File: config.mk
export PLATFORM = sky130hd
export DESIGN_NAME = egg_timer_ctrl
export DESIGN_NICKNAME = d
export VERILOG_FILES = /design/src/rtl/egg_timer_ctrl.sv
export SDC_FILE = /design/constraint.sdc
export NUM_CORES = 1
export LEC_CHECK = 0
export BUFFER_PORTS_ARGS = -buffer_cell sky130_fd_sc_hd__buf_2
export CORE_MARGIN = 2
export CORE_UTILIZATION = 65
export CTS_BUF_LIST = sky130_fd_sc_hd__clkbuf_8
export CTS_CLUSTER_SIZE = 8
export DETAILED_ROUTE_END_ITERATION = 10
export PLACE_DENSITY = 0.95
export SYNTH_ARGS = -nofsm -noshare
export SYNTH_HDL_FRONTEND = slang
export SYNTH_SLANG_ARGS = --single-unit
File: constraint.sdc
create_clock -name clk -period 3.2 [get_ports clk]
set_input_delay 0.48 -clock clk [delete_from_list [all_inputs] [get_ports clk]]
set_output_delay 0.48 -clock clk [all_outputs]
set_load 0.05 [all_outputs]
File: src/rtl/egg_timer_ctrl.sv
// rtl/egg_timer_ctrl.sv - tick prescaler and MM:SS countdown sequencer for the egg timer
// Optional feature macro: ALARM_BLINK_EN (alarm toggles once per tick while in ALARM).
module egg_timer_ctrl #(
  parameter int TICK_DIV    = 100000,
  parameter int DIV_W       = 17,
  parameter int ALARM_TICKS = 10
) (
  input  logic       clk,
  input  logic       reset,
  input  logic       start_stop,
  input  logic       clear,
  input  logic       sec_ones_zero,
  input  logic       sec_tens_zero,
  input  logic       min_ones_zero,
  input  logic       min_tens_zero,
  output logic       digit_load,
  output logic       en_sec_ones,
  output logic       en_sec_tens,
  output logic       en_min_ones,
  output logic       en_min_tens,
  output logic       running,
  output logic       alarm,
  output logic [1:0] state
);

  typedef enum logic [1:0] {
    IDLE  = 2'd0,
    RUN   = 2'd1,
    PAUSE = 2'd2,
    ALARM = 2'd3
  } state_t;

  localparam int ACNT_W = (ALARM_TICKS < 2) ? 1 : $clog2(ALARM_TICKS + 1);
  localparam logic [DIV_W-1:0]  PRE_LAST = DIV_W'(TICK_DIV - 1);
  localparam logic [ACNT_W-1:0] ACNT_MAX = ACNT_W'(ALARM_TICKS);

  state_t              cur;
  logic [DIV_W-1:0]    pre;
  logic [ACNT_W-1:0]   acnt;
  logic                all_zero;
  logic                tick;
  logic                alarm_done;
  logic [DIV_W-1:0]    pre_next;

  assign all_zero   = sec_ones_zero & sec_tens_zero & min_ones_zero & min_tens_zero;
  assign tick       = (pre == PRE_LAST);
  assign pre_next   = tick ? '0 : pre + DIV_W'(1);
  // The tick that would bring the count to ALARM_TICKS is the one that ends ALARM.
  assign alarm_done = (ALARM_TICKS != 0) && (acnt == ACNT_MAX - ACNT_W'(1));
  assign state      = cur;

  always_ff @(posedge clk) begin
    if (!reset) begin
      cur         <= IDLE;
      pre         <= '0;
      acnt        <= '0;
      digit_load  <= 1'b1;
      en_sec_ones <= 1'b0;
      en_sec_tens <= 1'b0;
      en_min_ones <= 1'b0;
      en_min_tens <= 1'b0;
      running     <= 1'b0;
      alarm       <= 1'b0;
    end else begin
      digit_load  <= 1'b0;
      en_sec_ones <= 1'b0;
      en_sec_tens <= 1'b0;
      en_min_ones <= 1'b0;
      en_min_tens <= 1'b0;
      if (clear) begin
        cur        <= IDLE;
        pre        <= '0;
        digit_load <= 1'b1;
        running    <= 1'b0;
        alarm      <= 1'b0;
      end else begin
        case (cur)
          IDLE: begin
            pre <= '0;
            if (start_stop && !all_zero) begin
              cur     <= RUN;
              running <= 1'b1;
            end
          end
          RUN: begin
            if (all_zero) begin
              cur     <= ALARM;
              pre     <= '0;
              acnt    <= '0;
              running <= 1'b0;
              alarm   <= 1'b1;
            end else if (start_stop) begin
              // Prescaler is held so the partial second survives the pause.
              cur     <= PAUSE;
              running <= 1'b0;
            end else begin
              pre <= pre_next;
              if (tick) begin
                en_sec_ones <= 1'b1;
                en_sec_tens <= sec_ones_zero;
                en_min_ones <= sec_ones_zero & sec_tens_zero;
                en_min_tens <= sec_ones_zero & sec_tens_zero & min_ones_zero;
              end
            end
          end
          PAUSE: begin
            if (start_stop) begin
              cur     <= RUN;
              running <= 1'b1;
            end
          end
          ALARM: begin
            if (start_stop || (tick && alarm_done)) begin
              cur        <= IDLE;
              pre        <= '0;
              digit_load <= 1'b1;
              alarm      <= 1'b0;
            end else begin
              pre <= pre_next;
              if (tick) begin
                if (acnt != ACNT_MAX) begin
                  acnt <= acnt + ACNT_W'(1);
                end
`ifdef ALARM_BLINK_EN
                alarm <= ~alarm;
`else
                alarm <= 1'b1;
`endif
              end
            end
          end
          default: begin
            cur <= IDLE;
          end
        endcase
      end
    end
  end

endmodule

==> results by group <==
Synthesis
  • Synth cell types: 40
  • Post-synth EDFFs: 0
  • Commonest register cell after synthesis: dfxtp_1
  • Syn Area/Cell: 8.49 µm²
  • Register area share after synthesis: 35.5%
  • Syn_nets: between 200 and 250
  • Post-Syn Area: about 1700 µm²
  • Synth warn: 0
  • Syn Inst Count: roughly 200
  • Async SR Flop Fraction: 0%
  • Number of synthesized register bits: 30
  • Synth top area cells: dfxtp_1 36%, ha_1 6.7%, xor2_1 5.7%
  • Share of the synthesized area in the top cell type: approximately 36%
  • Largest area contributor in the netlist: dfxtp_1

Setup path
  • Reg2reg end: acnt[0]
  • Worst reg2reg path depth: 6
  • Critical Path RT: approximately 3.4 ns
  • CP Launch Type: flip-flop
  • Reg2reg start: state[1]
  • Worst setup EP type: flip-flop
  • Reg2reg setup slack: around 0.74 ns
  • WS Path Type: flip-flop to flip-flop
  • Critical path fanouts, max: 13
  • Worst EP arrival: approximately 2.7 ns

Clock tree
  • # hold bufs at CTS: 0
  • Root buffer cell: clkbuf_8
  • CTS tree: done
  • CTS max path bufs: 2
  • CTS buffer count: 5
  • Post-CTS resize count: 0
  • H-tree levels: 2
  • Skew-Pair Late Insertion Delay: between 0.2 and 0.3 ns
  • Setup bufs post-CTS: 0
  • Number of clock sinks: 30
  • Clk slew on worst S/H paths: 0.07 ns

Timing
  • Final Hold Viols: 0
  • Worst hold slack: approximately 0.46 ns
  • Slew HR: 38.1%
  • RSZ-0062 raised after global routing: no
  • Fin Clk Skew: 0.00636 ns
  • Tmin final: between 2 and 2.5 ns
  • Worst Max-Slew Pin Slew: about 0.91 ns
  • Setup TNS: 0 ns
  • Final period util: between 70% and 80%
  • Fmax: around 410 MHz
  • Setup violators final: 0
  • Slew Viols, Final: 0

Min path
  • Hold Crit Start: sec_tens_zero
  • Hold Path Stages: 2
  • Hold EP: en_min_ones
  • Hold Crit Class: input pin to flip-flop

Global route
  • Overall routing resource usage: ~28%
  • Initial antenna violation count: 0
  • First-pass GRT wire length: 6020 µm
  • Pin count of the biggest net entering global routing: 15
  • Vias in the first global route: about 1400
  • Gr ovfl total: 0

Layout
  • Layout area overhead: 14.3%
  • Layout Nets: around 230
  • Diodes inserted: 0
  • Post-route cell area: 1930 µm²
  • Proportion of layout cells with a drive suffix above 1: ~14%

Routing
  • Post-route ant nets: 0
  • Average routed wire per standard cell: roughly 16 µm
  • Remaining DRCs: 0
  • Initial drt markers: 44
  • Via count: ~1600
  • Post-Route WL: 3850 µm
  • DRT Pass-1 Iters: 4
  • Routed vias/inst: 6.44

Die
  • Die X: approximately 55 µm
  • Starting Density: about two thirds
  • Die H: 55.0 µm
  • Core area: between 2000 and 2500 µm²
  • Die Area: ~3000 µm²
  • Io pins: 17
  • Rows: 18

Place
  • Routability Congestion: 0.950
  • Port bufs: 16
  • Dpl hpwl: between 2000 and 3000 µm
  • Post-placement cell area: ~1800 µm²

Power and ir drop
  • Worst vdd ir: 0.000668 V
  • Leakage: about 0.69 nW
  • PwrDens: 473 nW/µm²

Job
  • Max-cap violation count: 0

Outcome
  • Status: finished clean
-- cell usage after synthesis, types with 2 or more instances --
cell and number:
or4b_1 2, mux2i_1 4, clkbuf_1 5, nand4_1 7, a31o_2 2, nor2_1 13
nor3b_1 3, nor3_1 6, a2111oi_0 3, a21oi_1 7, and3_1 5, xor2_1 11
xnor2_1 3, a31oi_1 4, nand2_1 19, nand2b_1 3, nor2b_1 2, or3_1 4
o21ai_0 15, dfxtp_1 30, nand3_1 14, inv_1 7, ha_1 9, nor4_4 2
and4_1 3, o211ai_1 2
-- power breakdown --
group / leakage [nW] / switching (mW) / internal (mW) / total [mW]
Sequential: 0.242 / 0.00200 / 0.376 / 0.378
Combinational: 0.380 / 0.0420 / 0.0173 / 0.0593
Clock: 0.0714 / 0.144 / 0.332 / 0.476
-- placed cells by master (no fill, tap or decap), types with 2 or more instances in the layout --
cell type | netlist | routed
buf_2 | 0 | 16
nor2_1 | 13 | 13
and4_1 | 3 | 3
mux2i_1 | 4 | 4
nand3_1 | 14 | 14
xor2_1 | 11 | 11
or4b_1 | 2 | 2
nand2_1 | 19 | 19
xnor2_1 | 3 | 3
ha_1 | 9 | 9
a31o_2 | 2 | 2
nand4_1 | 7 | 7
dfxtp_1 | 30 | 30
nand2b_1 | 3 | 3
clkbuf_8 | 0 | 6
or3_1 | 4 | 4
o211ai_1 | 2 | 2
bufinv_16 | 0 | 2
nor4_4 | 2 | 2
nor3b_1 | 3 | 3
inv_1 | 7 | 7
and3_1 | 5 | 5
a31oi_1 | 4 | 4
o21ai_0 | 15 | 15
nor2b_1 | 2 | 2
a2111oi_0 | 3 | 3
a21oi_1 | 7 | 7
nor3_1 | 6 | 6
-- layout make-up --
cell class | instances | area [µm²]
fill | 181 | 546
sequential | 30 | 601
timing repair buffer | 16 | 80.1
clock buffer | 6 | 82.6
multi-input combinational | 157 | 1040
inverter | 7 | 26.3
clock inverter | 2 | 60.1
tap | 30 | 37.5
-- worst max path at each step --
stage                   from  endpoint  depth (start not counted)
CTS                 state[1]    pre[5]                          7
floorplan           state[0]   pre[15]                          8
global placement     pre[13]    pre[7]                          5
detailed placement  state[1]   acnt[3]                          7
global route        state[1]    pre[5]                          7
finish              state[1]   acnt[0]                          6
-- flip-flops by register name (all words and copies together) (netlist names) --
register,flops
en_min_ones,1
en_sec_ones,1
alarm,1
digit_load,1
acnt,4
state,2
running,1
pre,17
en_sec_tens,1
en_min_tens,1
-- cells by family (layout without fill, tap and decap cells) --
group / count (synthesis) / in the layout / synth area share [%]
simple gates: 90 / 90 / 30.8
compound gates: 40 / 40 / 14.7
flops: 30 / 30 / 35.5
xor+xnor: 14 / 14 / 7.25
buf+inv: 12 / 31 / 2.67
fa+ha+maj: 9 / 9 / 6.66
mux: 4 / 4 / 2.37
-- worst max-delay path, stage by stage (launching register included) --
cell,delay [ns]
dfxtp_1,0.42
ha_1,0.50
nor2_1,0.15
a2111oi_0,0.83
nand4_1,0.19
mux2i_1,0.19
a31o_2,0.12
-- per-stage QoR --
stage          util, %  total power [mW]  std cells  setup WS (ns)
2_1_floorplan        -             0.429        199          0.987
4_1_cts           78.0             0.914        248          0.797
6_report          78.0             0.914        248          0.744
5_1_grt           78.0             0.936        248          0.512
3_5_place_dp      72.2             0.444        240          0.820
3_3_place_gp      72.2             0.442        240          0.984
-- routing by layer --
metal,track usage [%],wire [µm],vias up
li1,-,-,761
met1,32.9,1650,753
met2,46.8,1860,72
met5,0,0,-
met4,11.0,69,0
met3,8.33,271,11
Note: power is estimated with default switching activity, not from simulation.
